$ cat config.mk
export PLATFORM = sky130hd
export DESIGN_NAME = student_tlul_mux
export DESIGN_NICKNAME = d
export VERILOG_FILES = /design/src/rtl/student_tlul_mux.sv
export SDC_FILE = /design/constraint.sdc
export NUM_CORES = 1
export LEC_CHECK = 0
export CORE_AREA = 2 2 197 199
export CTS_BUF_LIST = sky130_fd_sc_hd__clkbuf_8
export CTS_CLUSTER_SIZE = 28
export DETAILED_ROUTE_END_ITERATION = 7
export DIE_AREA = 0 0 199 201
export GPL_TIMING_DRIVEN = 0
export SYNTH_ARGS = -nofsm -noshare
export SYNTH_HDL_FRONTEND = slang
export SYNTH_HIERARCHICAL = 1
export SYNTH_SLANG_ARGS = --single-unit
$ cat constraint.sdc
create_clock -name clk_i -period 2.3 [get_ports clk_i]
set_clock_uncertainty 0.2 [all_clocks]
set_input_delay 0.345 -clock clk_i [delete_from_list [all_inputs] [get_ports clk_i]]
set_output_delay 0.345 -clock clk_i [all_outputs]
set_load 0.02 [all_outputs]
$ cat src/rtl/student_tlul_mux.sv
// TL-UL 1:NUM address-decoding mux with one outstanding transaction.
// Each device owns a 64-byte window. Indices past NUM go to an internal error responder.
package tlul_pkg;
  localparam logic [2:0] PutFullData    = 3'h0;
  localparam logic [2:0] PutPartialData = 3'h1;
  localparam logic [2:0] Get            = 3'h4;
  localparam logic [2:0] AccessAck      = 3'h0;
  localparam logic [2:0] AccessAckData  = 3'h1;

  typedef struct packed {
    logic        a_valid;
    logic [2:0]  a_opcode;
    logic [2:0]  a_param;
    logic [1:0]  a_size;
    logic [7:0]  a_source;
    logic [31:0] a_address;
    logic [3:0]  a_mask;
    logic [31:0] a_data;
    logic [15:0] a_user;
    logic        d_ready;
  } tl_h2d_t;

  typedef struct packed {
    logic        d_valid;
    logic [2:0]  d_opcode;
    logic [2:0]  d_param;
    logic [1:0]  d_size;
    logic [7:0]  d_source;
    logic        d_sink;
    logic [31:0] d_data;
    logic [15:0] d_user;
    logic        d_error;
    logic        a_ready;
  } tl_d2h_t;
endpackage

module student_tlul_mux_port (
  input  tlul_pkg::tl_h2d_t host,
  input  logic              a_sel,
  input  logic              d_sel,
  output tlul_pkg::tl_h2d_t dev
);
  always_comb begin
    dev           = host;
    dev.a_address = {26'h0, host.a_address[5:0]};
    dev.a_valid   = host.a_valid & a_sel;
    dev.d_ready   = host.d_ready & d_sel;
  end
endmodule

module student_tlul_mux #(
  parameter int NUM = 2
) (
  input  logic                         clk_i,
  input  logic                         rst_i,
  input  tlul_pkg::tl_h2d_t            tl_host_i,
  output tlul_pkg::tl_d2h_t            tl_host_o,
  input  tlul_pkg::tl_d2h_t [NUM-1:0]  tl_device_o,
  output tlul_pkg::tl_h2d_t [NUM-1:0]  tl_device_i
);
  import tlul_pkg::*;

  localparam int IW = (NUM > 1) ? $clog2(NUM) : 1;

  typedef enum logic {IDLE, BUSY} state_e;
  state_e state, state_nx;

  logic [IW-1:0]  sel_idx, lat_idx;
  logic           sel_err, lat_err, err_vld;
  logic [2:0]     err_op;
  logic [7:0]     err_src;
  logic [1:0]     err_size;
  logic           dev_a_ready, host_a_ready, accept, d_hs;
  tl_d2h_t        dev_rsp, host_rsp;
  logic [NUM-1:0] a_sel, d_sel;

  assign sel_err = (tl_host_i.a_address[31:6] >= 26'(NUM));
  assign sel_idx = tl_host_i.a_address[6 +: IW];

  // Loop compare instead of direct indexing keeps non-power-of-two NUM X-free.
  always_comb begin
    dev_a_ready = 1'b0;
    dev_rsp     = '0;
    for (int i = 0; i < NUM; i++) begin
      if (sel_idx == IW'(i)) dev_a_ready = tl_device_o[i].a_ready;
      if (lat_idx == IW'(i)) dev_rsp = tl_device_o[i];
    end
  end

  // The error responder is always ready, so out-of-range requests never stall.
  assign host_a_ready = (state == IDLE) & (sel_err | dev_a_ready);
  assign accept       = host_a_ready & tl_host_i.a_valid;

  always_comb begin
    host_rsp = '0;
    if (state == BUSY) begin
      if (lat_err) begin
        host_rsp.d_valid  = err_vld;
        host_rsp.d_opcode = err_op;
        host_rsp.d_source = err_src;
        host_rsp.d_size   = err_size;
        host_rsp.d_error  = 1'b1;
      end else begin
        host_rsp = dev_rsp;
      end
    end
    host_rsp.a_ready = host_a_ready;
  end

  assign tl_host_o = host_rsp;
  assign d_hs      = (state == BUSY) & host_rsp.d_valid & tl_host_i.d_ready;

  always_ff @(posedge clk_i or posedge rst_i) begin
    if (rst_i) state <= IDLE;
    else       state <= state_nx;
  end

  always_comb begin
    state_nx = state;
    case (state)
      IDLE:    if (accept) state_nx = BUSY;
      BUSY:    if (d_hs)   state_nx = IDLE;
      default: state_nx = IDLE;
    endcase
  end

  always_ff @(posedge clk_i or posedge rst_i) begin
    if (rst_i) begin
      lat_idx  <= '0;
      lat_err  <= 1'b0;
      err_vld  <= 1'b0;
      err_op   <= '0;
      err_src  <= '0;
      err_size <= '0;
    end else if (accept) begin
      lat_idx  <= sel_err ? '0 : sel_idx;
      lat_err  <= sel_err;
      err_vld  <= sel_err;
      err_op   <= (tl_host_i.a_opcode == Get) ? AccessAckData : AccessAck;
      err_src  <= tl_host_i.a_source;
      err_size <= tl_host_i.a_size;
    end else if (d_hs) begin
      err_vld  <= 1'b0;
    end
  end

  for (genvar g = 0; g < NUM; g++) begin : g_port
    assign a_sel[g] = (state == IDLE) & ~rst_i & ~sel_err & (sel_idx == IW'(g));
    assign d_sel[g] = (state == BUSY) & ~lat_err & (lat_idx == IW'(g));

    student_tlul_mux_port u_port (
      .host  (tl_host_i),
      .a_sel (a_sel[g]),
      .d_sel (d_sel[g]),
      .dev   (tl_device_i[g])
    );
  end
endmodule

==> out/qor.yml <==
outcome:
  status: "complete, but fails checks"
  failed_checks: "setup timing"
timing:
  slew_headroom: 0.593
  setup_viol: 2
  final_max_slew_viol_count: 0
  timing.final.ws_setup_ps: -28.0
  worstMarginPinSlew_ps: 609
  rsz0062_at_grt: "yes"
  min_period_ps: 2330
  fin_setup_tns_ps: -47.7
  fin_crit_sh: 1.01
  max_freq_mhz: 430
  hold_viol_final: 0
worst_setup_path:
  worstRegToRegCells: 4
  worst-path-max-fanout: 5
  crit_arrival_ps: 1780
  required_ps: 1750
  critPathLaunchType: "input pin"
  crit_type: "in2out"
  end_kind: "primary output"
floorplanning:
  start_util: 0.0825
  die_w_um: 199
  die_h_um: 201
  dieArea_mm2: 0.0400
  ios: 512
  rows: 72
  core_mm2: 0.0381
power_and_ir_drop:
  powerDensity_mw_per_mm2: 506
  clkPwrFrac: 0.050
  power.static_leakage_nw: 3.79
  power.internal_mw: 2.32
  seqPwrFrac: 0.109
  vdd_ir_drop_max_v: 0.000318
  p_sw_frac: 0.447
  switchingPower_mw: 1.88
  p_comb_frac: 0.841
final_layout:
  area_growth_pct: 164
  layout.nets: 1105
  layout_commonest_cell: "clkdlybuf4s50_1"
  n_fill_cell: 4227
  antenna_cells: 0
  layout_common_cells: "clkdlybuf4s50_1, buf_4, conb_1"
  drive_gt1_frac: 0.413
detailed_routing:
  drt-wirelength-per-cell_um: 13.2
  drt_iter0_markers: 74
  viasPerCell: 3.02
  ant_nets: 0
  drt-total-wl_um: 18200
  vias: 4167
  first_pass_iters: 4
  drcViolationCount: 0
clock_network:
  cts_buffers: 3
  cts-htree-levels: 1
  cts_root_buf: "clkbuf_8"
  cts_sinks: 15
  clkLatencyLatePin_ps: 240
  cts_buffer_depth: 2
  tritoncts: "built"
  path_clk_slew_ps: 60
worst_hold_path:
  hold_path_class: "in2reg"
  min_path_cells: 2
global_route:
  grt-ovfl-total: 0
  grt_pass1_wl_um: 25000
  grt_max_degree: 16
  grt_pass1_vias: 4197
  grt_use_total: 0.0828
  antenna_found_initial: 1
yosys:
  syn_inst: 391
  yosysWarningCount: 6
  ys_seq_elements: 15
  synth_cell_types: 32
  ys_seq_area_frac: 0.119
  synth_area_mm2: 0.00315
  avgSynthCellArea_um2: 8.04
placed_design:
  place_congestion: 0.808
  dp_slack_ps: -1440
  dpl.hpwl_um: 16200
  io_buffers: 398
flow_run:
  max_cap_viol_count: 0
## critical path: stages
cell and delay [ps]:
buf_4 130, nor2_1 50, a2111o_1 470, buf_4 170
nor3_4 160, and3b_2 200, and2_4 130, buf_6 120
## registers in the layout, indices dropped and copies added (netlist names)
register	cells
err_src	8
err_vld	1
err_op	1
lat_idx	1
lat_err	1
err_size	2
state	1
## synthesized netlist by cell type
cell       number  area [um^2]
nand2b_1        2         12.5
nor3b_1         1         7.51
mux2_2         13          146
and3b_2         1         10.0
o21a_1          1         7.51
nor2_1          5         18.8
and3_2          1         7.51
nand4_1         1         6.26
buf_6           1         11.3
a22o_1         54          473
o2111ai_1       1         8.76
nor3_1          1         5.00
o21ai_0        13         65.1
nor2b_1         1         6.26
o211a_1         1         10.0
buf_2           1         5.00
clkbuf_1       14         52.6
nand2_1        16         60.1
o2bb2ai_1       1         8.76
a32o_1          1         10.0
conb_1          2         7.51
nand3_1         2         10.0
and2_1         15         93.8
mux2i_1        11          110
and3b_1         1         8.76
o41ai_4         1         27.5
buf_1           4         15.0
nor4_1          6         37.5
buf_4         201         1510
dfrtp_1        15          375
a2111o_1        1         11.3
inv_1           2         7.51
## stage by stage
stage | cells | power [mW] | hold slack [ps] | instance area [um^2] | utilization
2_1_floorplan | 441 | 2.26 | 46.5 | 3330 | -
3_3_place_gp | 1357 | 3.91 | 278 | 7970 | 0.209
3_5_place_dp | 1357 | 3.91 | 279 | 7970 | 0.209
4_1_cts | 1382 | 4.28 | 278 | 8340 | 0.219
5_1_grt | 1382 | 4.47 | 233 | 8290 | 0.218
6_report | 1382 | 4.20 | 220 | 8290 | 0.218
## metal layers
metal | up-vias | GRT usage | share of wire
li1 | 2033 | - | -
met1 | 1860 | 0.0924 | 0.38
met2 | 260 | 0.159 | 0.52
met3 | 12 | 0.0183 | 0.091
met4 | 2 | 0.0149 | 0.010
met5 | - | 0 | 0.00071
## worst paths after layout
path                                     from                to  slack [ps]
worst min-delay path            tl_host_i[59]           lat_idx         220
min in group asynchronous               rst_i         err_op[0]         300
worst max-delay path            tl_host_i[59]  tl_device_i[101]         -30
worst min register to register      err_op[0]         err_op[0]         290
max in group asynchronous               rst_i           lat_idx        1170
worst max register to register          state        err_src[2]         640
## power by group through the flow
| stage | Combinational, mW | Clock, mW | Sequential, mW |
|---|---|---|---|
| after global placement | 3.45 | 0 | 0.455 |
| final | 3.53 | 0.210 | 0.460 |
| after global routing | 3.77 | 0.224 | 0.476 |
| after floorplan | 1.83 | 0 | 0.431 |
| after detailed placement | 3.45 | 0 | 0.458 |
| after CTS | 3.61 | 0.216 | 0.457 |
## what timing repair did
| item | in CTS | in global routing |
|---|---|---|
| setup buffers | 22 | 6 |
| hold buffers | 0 | 0 |
| pin swaps | 30 | 20 |
| gates resized for setup | 405 | 86 |
| endpoints found under the setup margin | 87 | 69 |
| gates cloned | 1 | 0 |
## cells by family after synthesis
kind of cell           count (synthesis)  share of synthesized area
buffers and inverters                223                      0.509
AOI/OAI and AO/OA                     74                      0.198
and+or+nand+nor                       53                     0.0903
muxes                                 24                     0.0815
DFF                                   15                      0.119
other                                  2                    0.00239
## final cells by class
class / count / area (um^2) / area share
plain buffers: 216 / 1690 / 0.204
clock buffers: 3 / 41.3 / 0.00498
clock inverters: 1 / 3.75 / 0.000453
inverters: 2 / 7.51 / 0.000905
multi-input cells: 203 / 1490 / 0.180
flip-flops and latches: 15 / 377 / 0.0454
well taps: 518 / 648 / 0.0782
repair buffers: 424 / 4030 / 0.486
(Power assumes the default switching activity.)
